<file path="src/rtl/uart_tx_arbiter_if.sv">
// rtl/uart_tx_arbiter_if.sv - requester/transmitter bundle for the UART tx arbiter
interface uart_tx_arbiter_if #(
    parameter int NUM_REQ = 4
);
    localparam int IDW = $clog2(NUM_REQ);

    logic [NUM_REQ-1:0]   req;
    logic [NUM_REQ*8-1:0] req_data;
    logic [NUM_REQ-1:0]   ack;
    logic [7:0]           tx_data;
    logic                 tx_transmit;
    logic                 busy;
    logic [IDW-1:0]       grant_id;

    modport master (
        output req, req_data,
        input  ack, tx_data, tx_transmit, busy, grant_id
    );

    modport slave (
        input  req, req_data,
        output ack, tx_data, tx_transmit, busy, grant_id
    );
endinterface

</file>
<file path="src/rtl/uart_tx_arbiter.sv">
// rtl/uart_tx_arbiter.sv - round-robin arbiter sharing one UART transmitter among NUM_REQ byte sources
module uart_tx_arbiter #(
    parameter int NUM_REQ      = 4,
    parameter int CLKS_PER_BIT = 10417,
    parameter int FRAME_BITS   = 10,
    parameter int HOLD_CYCLES  = 2
) (
    input  logic             clk,
    input  logic             reset,
    uart_tx_arbiter_if.slave bus
);
    localparam int FRAME_CYCLES = FRAME_BITS * CLKS_PER_BIT;
    localparam int IDW          = $clog2(NUM_REQ);
    localparam int TW           = $clog2(FRAME_CYCLES + 1);

    typedef enum logic [1:0] {
        IDLE = 2'd0,
        SEND = 2'd1,
        WAIT = 2'd2
    } state_t;

    state_t             state, state_next;
    logic [TW-1:0]      timer, timer_next;
    logic [IDW-1:0]     last_id, last_id_next;
    logic [NUM_REQ-1:0] ack_q, ack_next;
    logic [7:0]         tx_data_q, tx_data_next;
    logic               tx_transmit_q, tx_transmit_next;
    logic               busy_q, busy_next;
    logic [IDW-1:0]     grant_id_q, grant_id_next;

    logic               pick_valid;
    logic [IDW-1:0]     pick_id;
    logic [IDW-1:0]     scan_id;
    logic [7:0]         pick_byte;

    // Scan farthest offset first so the nearest requester after last_id wins.
    always_comb begin : rr_scan
        pick_valid = 1'b0;
        pick_id    = '0;
        scan_id    = '0;
        for (int k = NUM_REQ; k >= 1; k--) begin
            scan_id = IDW'((int'(last_id) + k) % NUM_REQ);
            if (bus.req[scan_id]) begin
                pick_valid = 1'b1;
                pick_id    = scan_id;
            end
        end
    end

    always_comb begin : byte_mux
        pick_byte = '0;
        for (int i = 0; i < NUM_REQ; i++) begin
            if (pick_id == IDW'(i)) begin
                pick_byte = bus.req_data[i*8 +: 8];
            end
        end
    end

    always_comb begin : fsm_next
        state_next       = state;
        timer_next       = timer;
        last_id_next     = last_id;
        ack_next         = '0;
        tx_data_next     = tx_data_q;
        tx_transmit_next = tx_transmit_q;
        busy_next        = busy_q;
        grant_id_next    = grant_id_q;

        case (state)
            IDLE: begin
                if (pick_valid) begin
                    ack_next[pick_id] = 1'b1;
                    tx_data_next      = pick_byte;
                    grant_id_next     = pick_id;
                    last_id_next      = pick_id;
                    tx_transmit_next  = 1'b1;
                    busy_next         = 1'b1;
                    timer_next        = TW'(1);
                    state_next        = SEND;
                end
            end
            SEND: begin
                timer_next = timer + 1'b1;
                if (timer == TW'(HOLD_CYCLES)) begin
                    tx_transmit_next = 1'b0;
                    state_next       = WAIT;
                end
            end
            WAIT: begin
                // Timer saturates at the frame length; it is only cleared by the next grant.
                if (timer == TW'(FRAME_CYCLES)) begin
                    busy_next  = 1'b0;
                    state_next = IDLE;
                end else begin
                    timer_next = timer + 1'b1;
                end
            end
            default: begin
                state_next = IDLE;
            end
        endcase
    end

    always_ff @(posedge clk) begin : fsm_reg
        if (reset) begin
            state         <= IDLE;
            timer         <= '0;
            last_id       <= IDW'(NUM_REQ - 1);
            ack_q         <= '0;
            tx_data_q     <= '0;
            tx_transmit_q <= 1'b0;
            busy_q        <= 1'b0;
            grant_id_q    <= '0;
        end else begin
            state         <= state_next;
            timer         <= timer_next;
            last_id       <= last_id_next;
            ack_q         <= ack_next;
            tx_data_q     <= tx_data_next;
            tx_transmit_q <= tx_transmit_next;
            busy_q        <= busy_next;
            grant_id_q    <= grant_id_next;
        end
    end

    assign bus.ack         = ack_q;
    assign bus.tx_data     = tx_data_q;
    assign bus.tx_transmit = tx_transmit_q;
    assign bus.busy        = busy_q;
    assign bus.grant_id    = grant_id_q;
endmodule
</file>
<file path="src/flat_wrapper.sv">
// flat-port wrapper written by rule: the top's interface ports become plain ports
module uart_tx_arbiter_flat 
#(
    parameter int NUM_REQ      = 4,
    parameter int CLKS_PER_BIT = 10417,
    parameter int FRAME_BITS   = 10,
    parameter int HOLD_CYCLES  = 2
)
  (clk, reset, bus_req, bus_req_data, bus_ack, bus_tx_data, bus_tx_transmit, bus_busy, bus_grant_id);
  uart_tx_arbiter_if #(.NUM_REQ(NUM_REQ)) bus_i ();
  input  logic clk;
  input  logic reset;
  input wire logic [$bits(bus_i.req)-1:0] bus_req;
  input wire logic [$bits(bus_i.req_data)-1:0] bus_req_data;
  output wire logic [$bits(bus_i.ack)-1:0] bus_ack;
  output wire logic [$bits(bus_i.tx_data)-1:0] bus_tx_data;
  output wire logic [$bits(bus_i.tx_transmit)-1:0] bus_tx_transmit;
  output wire logic [$bits(bus_i.busy)-1:0] bus_busy;
  output wire logic [$bits(bus_i.grant_id)-1:0] bus_grant_id;
  assign bus_i.req = bus_req;
  assign bus_i.req_data = bus_req_data;
  assign bus_ack = bus_i.ack;
  assign bus_tx_data = bus_i.tx_data;
  assign bus_tx_transmit = bus_i.tx_transmit;
  assign bus_busy = bus_i.busy;
  assign bus_grant_id = bus_i.grant_id;
  uart_tx_arbiter #(.NUM_REQ(NUM_REQ), .CLKS_PER_BIT(CLKS_PER_BIT), .FRAME_BITS(FRAME_BITS), .HOLD_CYCLES(HOLD_CYCLES)) u_core (.clk(clk), .reset(reset), .bus(bus_i));
endmodule
</file>
<file path="config.mk">
export PLATFORM = sky130hd
export DESIGN_NAME = uart_tx_arbiter_flat
export DESIGN_NICKNAME = d
export VERILOG_FILES = /design/src/rtl/uart_tx_arbiter_if.sv /design/src/rtl/uart_tx_arbiter.sv /design/src/flat_wrapper.sv
export SDC_FILE = /design/constraint.sdc
export NUM_CORES = 1
export LEC_CHECK = 0
export CAP_MARGIN = 20
export CORE_MARGIN = 10
export CORE_UTILIZATION = 42
export DETAILED_ROUTE_END_ITERATION = 10
export GPL_TIMING_DRIVEN = 0
export PLACE_DENSITY = 0.72
export SLEW_MARGIN = 20
export SYNTH_ARGS = -nofsm -noshare
export SYNTH_HDL_FRONTEND = slang
export SYNTH_SLANG_ARGS = --single-unit
</file>
<file path="constraint.sdc">
create_clock -name clk -period 2.2 [get_ports clk]
set_input_delay 0.66 -clock clk [delete_from_list [all_inputs] [get_ports clk]]
set_output_delay 0.66 -clock clk [all_outputs]
set_load 0.005 [all_outputs]
</file>
* Word-level counts from Yosys, hierarchy flattened
Index checks and enable logic that the tools add are counted.
Storage, ports and cells: bits in registers 37, input bits 38, output and inout port bits 16
Operators by class: $add $sub $neg 5, magnitude comparators 6, eq/ne operators 11, multiplexer cells 34, bitwise gates (word level) 2, reductions and logical operators 12
Operators by type and width (number):
- $pmux W17 S3 | 1
- $mux W17 | 2
- $mux W8 | 4
- $add A17 B1 Y17 const B | 1
- $eq A17 B17 Y1 const B | 1
- $eq A17 B2 Y1 const B | 1
- $lt A2 B3 Y1 const B | 5
- $mux W2 | 7
- $mux W1 | 12
- $reduce_and A3 Y1 | 4
- $bmux W1 S2 | 4
- $eq A2 B2 Y1 const B | 3
- $ne A2 B1 Y1 const B | 3
- $pmux W2 S3 | 1
- $add A2 B1 Y2 const B | 2
- $add A2 B2 Y2 const B | 2
- $eq A2 B1 Y1 const B | 2
- $logic_not A2 Y1 | 2
- $pmux W1 S2 | 2
- $reduce_bool A2 Y1 | 2
- $reduce_bool A3 Y1 | 1
- $reduce_or A3 Y1 | 1
- $demux W1 S2 | 1
- $ge A2 B1 Y1 const B | 1
- other kinds (4) | 5

* Depth between registers and ports, before layout
Gate-level depths: netlist of run 1.
depth after elaboration 12, depth in mapped cells 7, mapped depth without buffers 7

* Worst setup path after synthesis of run 1
No wires, ideal clock.
kind input to register, from input bus_req[1], to register u_core.tx_data_q[5], in the netlist u_core.bus.tx_data[5], data arrival time 1.871 ns, slack 0.191 ns, stages 6, buffers on the path 1, cells stage by stage or4_1 -> nand2_1 -> nor2_1 -> nand2b_1 -> clkbuf_1 -> o221ai_1
On the way: word-level cells in the longest chain between the ends 11
Ends and longest elaborated chain:
- start, declared | RTL line flat_wrapper.sv:13 | input wire logic [$bits(bus_i.req)-1:0] bus_req;
- $bmux W1 S2 | RTL line uart_tx_arbiter.sv:43 | if (bus.req[scan_id]) begin
- $mux W1 (implied by the code) | RTL line uart_tx_arbiter.sv:43
- $mux W2 (4 in series) | RTL line uart_tx_arbiter.sv:43
- $logic_not A2 Y1 | RTL line uart_tx_arbiter.sv:53 | if (pick_id == IDW'(i)) begin
- $mux W8 (4 in series) | RTL line uart_tx_arbiter.sv:53
- end signal, assigned | RTL line uart_tx_arbiter.sv:119 | tx_data_q <= tx_data_next;
- end, declared | RTL line uart_tx_arbiter.sv:26 | logic [7:0] tx_data_q, tx_data_next;
Several ways; a longest one is shown, not always the timed one. The select of a mux whose other input is x is not followed. A chain may end at the register's enable or synchronous reset.

* Worst setup path in the final report of run 1
from register u_core.timer[0], to register u_core.timer[0]
On the way: word-level cells in the longest chain between the ends 3
Ends and longest elaborated chain:
- start, declared | RTL line uart_tx_arbiter.sv:23 | logic [TW-1:0] timer, timer_next;
- start signal, assigned | RTL line uart_tx_arbiter.sv:116 | timer <= timer_next;
- $add A17 B1 Y17 or $eq A17 B17 Y1 (tied branches) | RTL line uart_tx_arbiter.sv:83, uart_tx_arbiter.sv:95, uart_tx_arbiter.sv:91
- $mux W17 or $ne A2 B2 Y1 (tied branches)
- $pmux W17 S3 or $reduce_and A3 Y1 (tied branches)
Several ways; a longest one is shown, not always the timed one. The select of a mux whose other input is x is not followed.

==> impl_metrics.json, run 1 <==
{
  "drtPass1Iterations": 4,
  "synth_top_area_share_pct": 35.4,
  "end_kind": "flip-flop",
  "antenna_cells": 0,
  "synth_fp_nets": 290,
  "crit_family": "simple AND/OR/NAND/NOR gates",
  "path_buf_inv": 2,
  "cts_tree": "built",
  "synth_seq_cells": 37,
  "finalHoldViolCount": 0,
  "ys_async_sr_fraction_pct": 0,
  "path_class": "flip-flop to flip-flop",
  "synth_top_area_cell": "dfxtp_1",
  "post-route-period-util_pct": 96.7,
  "fin_ws_ns": 0.0733,
  "syn_area_per_cell_um2": 8.55,
  "fmax_ghz": 0.470,
  "synth.area.top_cells": "dfxtp_1, mux2i_1, ha_1, a311oi_1, nand2_1",
  "finalCriticalPeriod_ns": 2.13,
  "dp_slack_ns": -0.692,
  "cts_max_level": 2,
  "layoutNonFillerInstCount": 376,
  "clkLatencyLatePin_ns": 0.29,
  "fin_skew_ns": 0.00528,
  "slowest_delay_ns": 0.47,
  "drcViolationCount": 0,
  "drive_gt1_share_pct": 11.3,
  "grt_overflow": 0,
  "path_cells": "inv_1 > ha_1 > or4b_4 > nor4_4 > buf_4 > nand3_2 > a311oi_1",
  "placed_cells": 365,
  "synth.yosys.seq_area_share_pct": 35.4,
  "vias": 2147,
  "cp.required_ns": 2.38,
  "antenna_found_initial": 0,
  "ys.flop_type": "dfxtp_1",
  "worstPathArrival_ns": 2.31,
  "port_buffers": 53,
  "gp_congestion": 0.804,
  "cap_violations": 0,
  "routed_wl_um": 6380,
  "synth-edff-count": 0,
  "core_mm2": 0.00479,
  "relSlewSlack_pct": 61.5,
  "cp_slowest_cell": "or4b_4",
  "ys_types": 43,
  "p_leak_nw": 1.06,
  "initial_utilization_pct": 43.8,
  "final_area_mm2": 0.00295,
  "powerDensity_mw_per_mm2": 960,
  "cts.clk_slew.worst_paths_ns": 0.08,
  "synthCells": 245,
  "rsz0062_at_grt": "true",
  "peakVddDrop_v": 0.000420,
  "clock_sinks": 37,
  "final_nets": 353,
  "grt_first_pass_wirelength_um": 10500,
  "syn_area_mm2": 0.00209,
  "hold_class": "flip-flop to flip-flop",
  "die_y_um": 90.6,
  "pin_count": 54,
  "clk_path_buf_depth": 2,
  "dp_hpwl_um": 4640,
  "grt_use_total_pct": 15.3,
  "ant_nets": 0,
  "outcome": "complete, no violations",
  "power_mw": 2.83,
  "rows": 25,
  "die_w_um": 90.6,
  "grt_max_degree": 13,
  "drtIter0Drc": 160,
  "vias_per_cell": 5.71,
  "holdWs_ns": 0.476,
  "syn2layout_area_growth_pct": 40.9,
  "setup_violations": 0,
  "cts_buffers": 5,
  "grt_pass1_vias": 2085,
  "postPlaceCellArea_mm2": 0.00271,
  "fp.dieArea_mm2": 0.00821,
  "crit_fanout": 7,
  "ys_warn_count": 0,
  "startpoint_type": "flip-flop",
  "ctsHoldBuffers": 0,
  "routedWlPerCell_um": 17.0,
  "cts_root_buf": "clkbuf_8",
  "finalMaxSlewViolations": 0,
  "worst_slew_pin_slew_ns": 0.572
}
[path summary, 6_finish.rpt]
kind | from | end | slack (ns) | cells after the start
max | u_core.timer[0]$_SDFFE_PP0P_ | u_core.timer[0]$_SDFFE_PP0P_ | 0.07 | 7
min | u_core.bus.grant_id[1]$_SDFFE_PP0N_ | u_core.bus.grant_id[1]$_SDFFE_PP0N_ | 0.48 | 2
max reg2reg | u_core.timer[0]$_SDFFE_PP0P_ | u_core.timer[0]$_SDFFE_PP0P_ | 0.07 | 7
min reg2reg | u_core.bus.grant_id[1]$_SDFFE_PP0N_ | u_core.bus.grant_id[1]$_SDFFE_PP0N_ | 0.48 | 2
[placed cells by master (no fill, tap or decap), types with 3 or more instances in the layout]
| cell type | instances |
|---|---|
| buf_4 | 3 |
| buf_6 | 3 |
| ha_1 | 6 |
| and2_1 | 3 |
| clkbuf_8 | 6 |
| dlymetal6s2s_1 | 4 |
| o21ai_0 | 7 |
| nand2b_1 | 6 |
| and3_1 | 3 |
| inv_1 | 11 |
| nor2b_1 | 6 |
| dfxtp_1 | 36 |
| o221ai_1 | 8 |
| nand2_2 | 3 |
| clkbuf_1 | 7 |
| nor2_1 | 17 |
| nand4_1 | 6 |
| a21oi_1 | 14 |
| mux2i_1 | 17 |
| o32ai_1 | 4 |
| clkdlybuf4s50_1 | 49 |
| nand2_1 | 18 |
| a31oi_1 | 3 |
| nor3_1 | 7 |
| nor4_1 | 3 |
| nand3_1 | 7 |
| nand3b_1 | 9 |
| a311oi_1 | 9 |
[flip-flops by register name (all words and copies together), names as in the netlist]
name	flops
u_core.state	2
u_core.bus.tx_transmit	1
u_core.last_id	2
u_core.timer	17
u_core.bus.grant_id	2
u_core.bus.ack	4
u_core.bus.busy	1
u_core.bus.tx_data	8
[logic make-up (layout without fill, tap and decap cells)]
logic type	count (synthesis)	count (layout)	synth area share, %
compound gates	62	62	21.7
fa+ha+maj	7	7	4.18
buf+inv	23	86	4.54
flops	37	37	35.4
mux	17	17	8.12
simple gates	99	100	26.0
[synth_stat cells (2+ instances only)]
cell type / number
a41oi_1: 2
o21ai_0: 7
nand3b_1: 9
nand3_1: 8
mux2i_1: 17
o221ai_1: 8
and3_1: 3
nand2b_1: 7
or3_1: 2
nand2_1: 20
dfxtp_1: 37
nor2b_1: 6
clkbuf_1: 10
nor2_1: 18
nand4_1: 6
a311oi_1: 9
nor4_1: 4
a211oi_1: 3
o32ai_1: 4
a31oi_1: 3
nor3_1: 8
a21oi_1: 14
and2_1: 4
inv_1: 11
ha_1: 7
[layout make-up]
class                           count  area, µm²
Buffer                             11       65.1
Clock buffer                        6       82.6
Tap cell                           67       83.8
Timing Repair Buffer               56        563
Multi-Input combinational cell    186       1340
Sequential cell                    37        742
Clock inverter                      2       37.5
Fill cell                         444       1830
Inverter                           11       41.3
[layer usage]
metal	track usage [%]	wire length, µm	part of all wire [%]
met5	0	0	0
met4	5.17	104	1.6
met3	3.16	334	5.2
met2	25.5	3220	50
met1	18.9	2720	43
[what timing repair did]
item                       4_1_cts  5_1_grt
pin swaps                        2        4
hold endpoints to repair         0        0
resized for setup               14       16
setup buffers                    0        3
setup endpoints to repair       27       31
cloned                           1        0
[worst reg2reg max path, stage by stage, from the launching register on]
cell and delay [ns]:
dfxtp_2 0.36, inv_1 0.06, ha_1 0.14, or4b_4 0.47
nor4_4 0.25, buf_4 0.19, nand3_2 0.18, a311oi_1 0.37
[report_power, final]
part / switching, mW / internal (mW)
registers: 0.0928 / 0.818
clock network: 0.258 / 0.369
logic: 0.672 / 0.624
total: 1.02 / 1.81
[metrics by stage]
stage	util, %	setup TNS [ns]
floorplan	-	0
global placement	56.6	-13.99
detailed placement	56.6	-15.16
CTS	60.2	-0.166
global route	61.7	-0.119
finish	61.7	0
No activity file was read; power rests on OpenSTA's default activity.
==> run 2, diff against run 1 <==
--- a/config.mk
+++ b/config.mk
@@ -9,6 +9,7 @@
 export CORE_MARGIN = 10
 export CORE_UTILIZATION = 42
 export DETAILED_ROUTE_END_ITERATION = 10
+export GPL_ROUTABILITY_DRIVEN = 0
 export GPL_TIMING_DRIVEN = 0
 export PLACE_DENSITY = 0.72
 export SLEW_MARGIN = 20
==> results of run 2 <==
The final DEF is identical to that of run 1; final timing and power are the same.
==> run 3, diff against run 2 <==
--- a/config.mk
+++ b/config.mk
@@ -11,7 +11,7 @@
 export DETAILED_ROUTE_END_ITERATION = 10
 export GPL_ROUTABILITY_DRIVEN = 0
 export GPL_TIMING_DRIVEN = 0
-export PLACE_DENSITY = 0.72
+export PLACE_DENSITY = 0.75
 export SLEW_MARGIN = 20
 export SYNTH_ARGS = -nofsm -noshare
 export SYNTH_HDL_FRONTEND = slang
==> constraint.sdc (replaced) <==
create_clock -name clk -period 1.85 [get_ports clk]
set_input_delay 0.555 -clock clk [delete_from_list [all_inputs] [get_ports clk]]
set_output_delay 0.555 -clock clk [all_outputs]
set_load 0.005 [all_outputs]
==> impl_metrics.json, run 3 (same netlist as run 1, synthesis figures left out) <==
{
  "power_frac_comb_pct": 52.0,
  "holdWs_ns": 0.455,
  "ant_nets": 0,
  "startpoint_type": "flip-flop",
  "die_w_um": 90.6,
  "relSlewSlack_pct": 67.4,
  "peakVddDrop_v": 0.000458,
  "syn2layout_area_growth_pct": 49.9,
  "routed_wl_um": 6750,
  "worstPathArrival_ns": 2.22,
  "multi_input_area_mm2": 0.00151,
  "die_y_um": 90.6,
  "routedWlPerCell_um": 17.7,
  "clock_sinks": 37,
  "path_class": "flip-flop to flip-flop",
  "final_nets": 358,
  "largest-register": "u_core.timer",
  "fp.dieArea_mm2": 0.00821,
  "hold_end": "u_core.bus.grant_id[1]$_SDFFE_PP0N_",
  "core_mm2": 0.00479,
  "cts_buffers": 5,
  "fmax_ghz": 0.497,
  "r2r_end": "u_core.state[0]$_SDFFE_PP0P_",
  "vias_per_cell": 5.85,
  "cp_slowest_cell": "or4b_4",
  "clk_path_buf_depth": 2,
  "powerDensity_mw_per_mm2": 1090,
  "violations": "setup timing",
  "drtIter0Drc": 222,
  "fin_setup_tns_ns": -0.918,
  "ctsHoldBuffers": 0,
  "finalHoldViolCount": 0,
  "r2r_slack_ns": -0.16,
  "worstHoldStart": "u_core.bus.grant_id[1]$_SDFFE_PP0N_",
  "path_cells": "ha_4 > or4b_4 > nor4_4 > buf_6 > nand4_4 > a2111o_1 > o31ai_1",
  "hold_depth": 2,
  "largest_reg_flops": 17,
  "drtPass1Iterations": 5,
  "port_buffers": 53,
  "cap_violations": 0,
  "initial_utilization_pct": 43.8,
  "cts.clk_slew.worst_paths_ns": 0.08,
  "worst_slew_pin_slew_ns": 0.484,
  "outcome": "complete, but fails checks",
  "cts_root_buf": "clkbuf_8",
  "rsz0062_at_grt": "true",
  "finalCriticalPeriod_ns": 2.01,
  "pin_count": 54,
  "switching_power_mw": 1.33,
  "final_common_cell": "clkdlybuf4s50_1",
  "seqCellArea_um2": 743,
  "grt_max_degree": 13,
  "power_mw": 3.43,
  "grt_first_pass_wirelength_um": 10900,
  "setup_violations": 17,
  "drive_gt1_share_pct": 22.3,
  "finalMaxSlewViolations": 0,
  "layout_common_cells": "clkdlybuf4s50_1, dfxtp_1, mux2i_1",
  "p_int_mw": 2.10,
  "fill_cells": 395,
  "grt_use_total_pct": 15.7,
  "p_sw_share_pct": 38.8,
  "slowest_delay_ns": 0.47,
  "clkLatencyLatePin_ns": 0.29,
  "grt_overflow": 0,
  "hold_class": "flip-flop to flip-flop",
  "rows": 25,
  "cts_max_level": 2,
  "cp.required_ns": 2.06,
  "fin_ws_ns": -0.164,
  "worst_r2r_path_depth": 7,
  "crit_fanout": 5,
  "p_seq_share_pct": 31.5,
  "post-route-period-util_pct": 109,
  "drcViolationCount": 0,
  "fin_skew_ns": 0.00906,
  "crit-reg2reg-launch": "u_core.timer[1]$_SDFFE_PP0P_",
  "end_kind": "flip-flop",
  "clock_power_share_pct": 16.6,
  "grt_pass1_vias": 2131,
  "antenna_found_initial": 0,
  "antenna_cells": 0,
  "cts_tree": "built",
  "vias": 2229,
  "dp_hpwl_um": 4420,
  "p_leak_nw": 1.13
}
-- run 3: cell count changes in the layout (fill, tap and decap cells not counted), moves of 3 or more --
| cell | delta |
|---|---|
| clkbuf_1 | -5 |
| clkbuf_2 | +6 |
| nor3_1 | -3 |
| buf_4 | +4 |
| dlymetal6s2s_1 | -4 |
| o21ai_0 | -3 |
| nand2_4 | +3 |
-- run 3: per-stage QoR --
step | instance area (µm²) | std cells | util [%] | worst slack [ns]
after floorplan | 2100 | 245 | - | -0.0665
after global placement | 2710 | 365 | 56.7 | -0.786
after detailed placement | 2710 | 365 | 56.7 | -0.792
after CTS | 3040 | 378 | 63.5 | -0.146
after global routing | 3140 | 381 | 65.6 | -0.241
final | 3140 | 381 | 65.6 | -0.164
-- run 3: repair_timing --
action	in CTS	in global routing
setup endpoints to repair	37	33
pin swaps	10	8
resized for setup	51	27
setup buffers	4	4
gates cloned	1	1
-- run 3: how the worst max path moves through the flow --
stage / from / to / slack, ns / depth (start not counted)
after floorplan: u_core.timer[0]$_SDFFE_PP0P_ / u_core.state[0]$_SDFFE_PP0P_ / -0.07 / 7
after global placement: bus_req[1] / u_core.bus.tx_data[1]$_SDFFE_PP0N_ / -0.79 / 6
after detailed placement: bus_req[0] / u_core.timer[11]$_SDFFE_PP0P_ / -0.79 / 6
after CTS: u_core.timer[0]$_SDFFE_PP0P_ / u_core.state[1]$_SDFFE_PP0P_ / -0.15 / 8
after global routing: u_core.timer[0]$_SDFFE_PP0P_ / u_core.state[1]$_SDFFE_PP0P_ / -0.24 / 8
final: u_core.timer[1]$_SDFFE_PP0P_ / u_core.state[0]$_SDFFE_PP0P_ / -0.16 / 7
-- run 3: critical path: cells and delay by family, from the launching register on --
kind,cells,cell delay (ns)
AO/OA/AOI/OAI,2,0.52
AND/OR/NAND/NOR,3,0.74
adder cells (fa/ha/maj),1,0.13
buffers and inverters,1,0.18
flip-flops,1,0.37
-- run 3: final cells by class --
| type | count | share of cell area (%) |
|---|---|---|
| Multi-Input combinational cell | 185 | 48.1 |
| Sequential cell | 37 | 23.7 |
| Timing Repair Buffer | 63 | 19.0 |
| Tap cell | 67 | 2.67 |
| Buffer | 10 | 2.47 |
| Clock buffer | 5 | 2.19 |
| Inverter | 11 | 1.31 |
| Clock inverter | 3 | 0.558 |
-- run 3: layer usage --
layer  routed length, µm  up-vias  GRT usage (%)  part of all wire (%)
met4                 108        0           4.91                   1.6
met3                 417       16           2.66                   6.2
met1                2840     1037           19.2                    42
met5                   0        -              0                     0
met2                3380      115           27.0                    50
li1                    -     1061              -                     -
-- run 3: power by group through the flow --
stage | combinational, mW | sequential [mW] | clock, mW
after floorplan | 0.824 | 1.10 | 0
after global placement | 1.39 | 1.09 | 0
after detailed placement | 1.40 | 1.10 | 0
after CTS | 1.69 | 1.08 | 0.575
after global routing | 1.92 | 1.11 | 0.621
final | 1.78 | 1.08 | 0.569
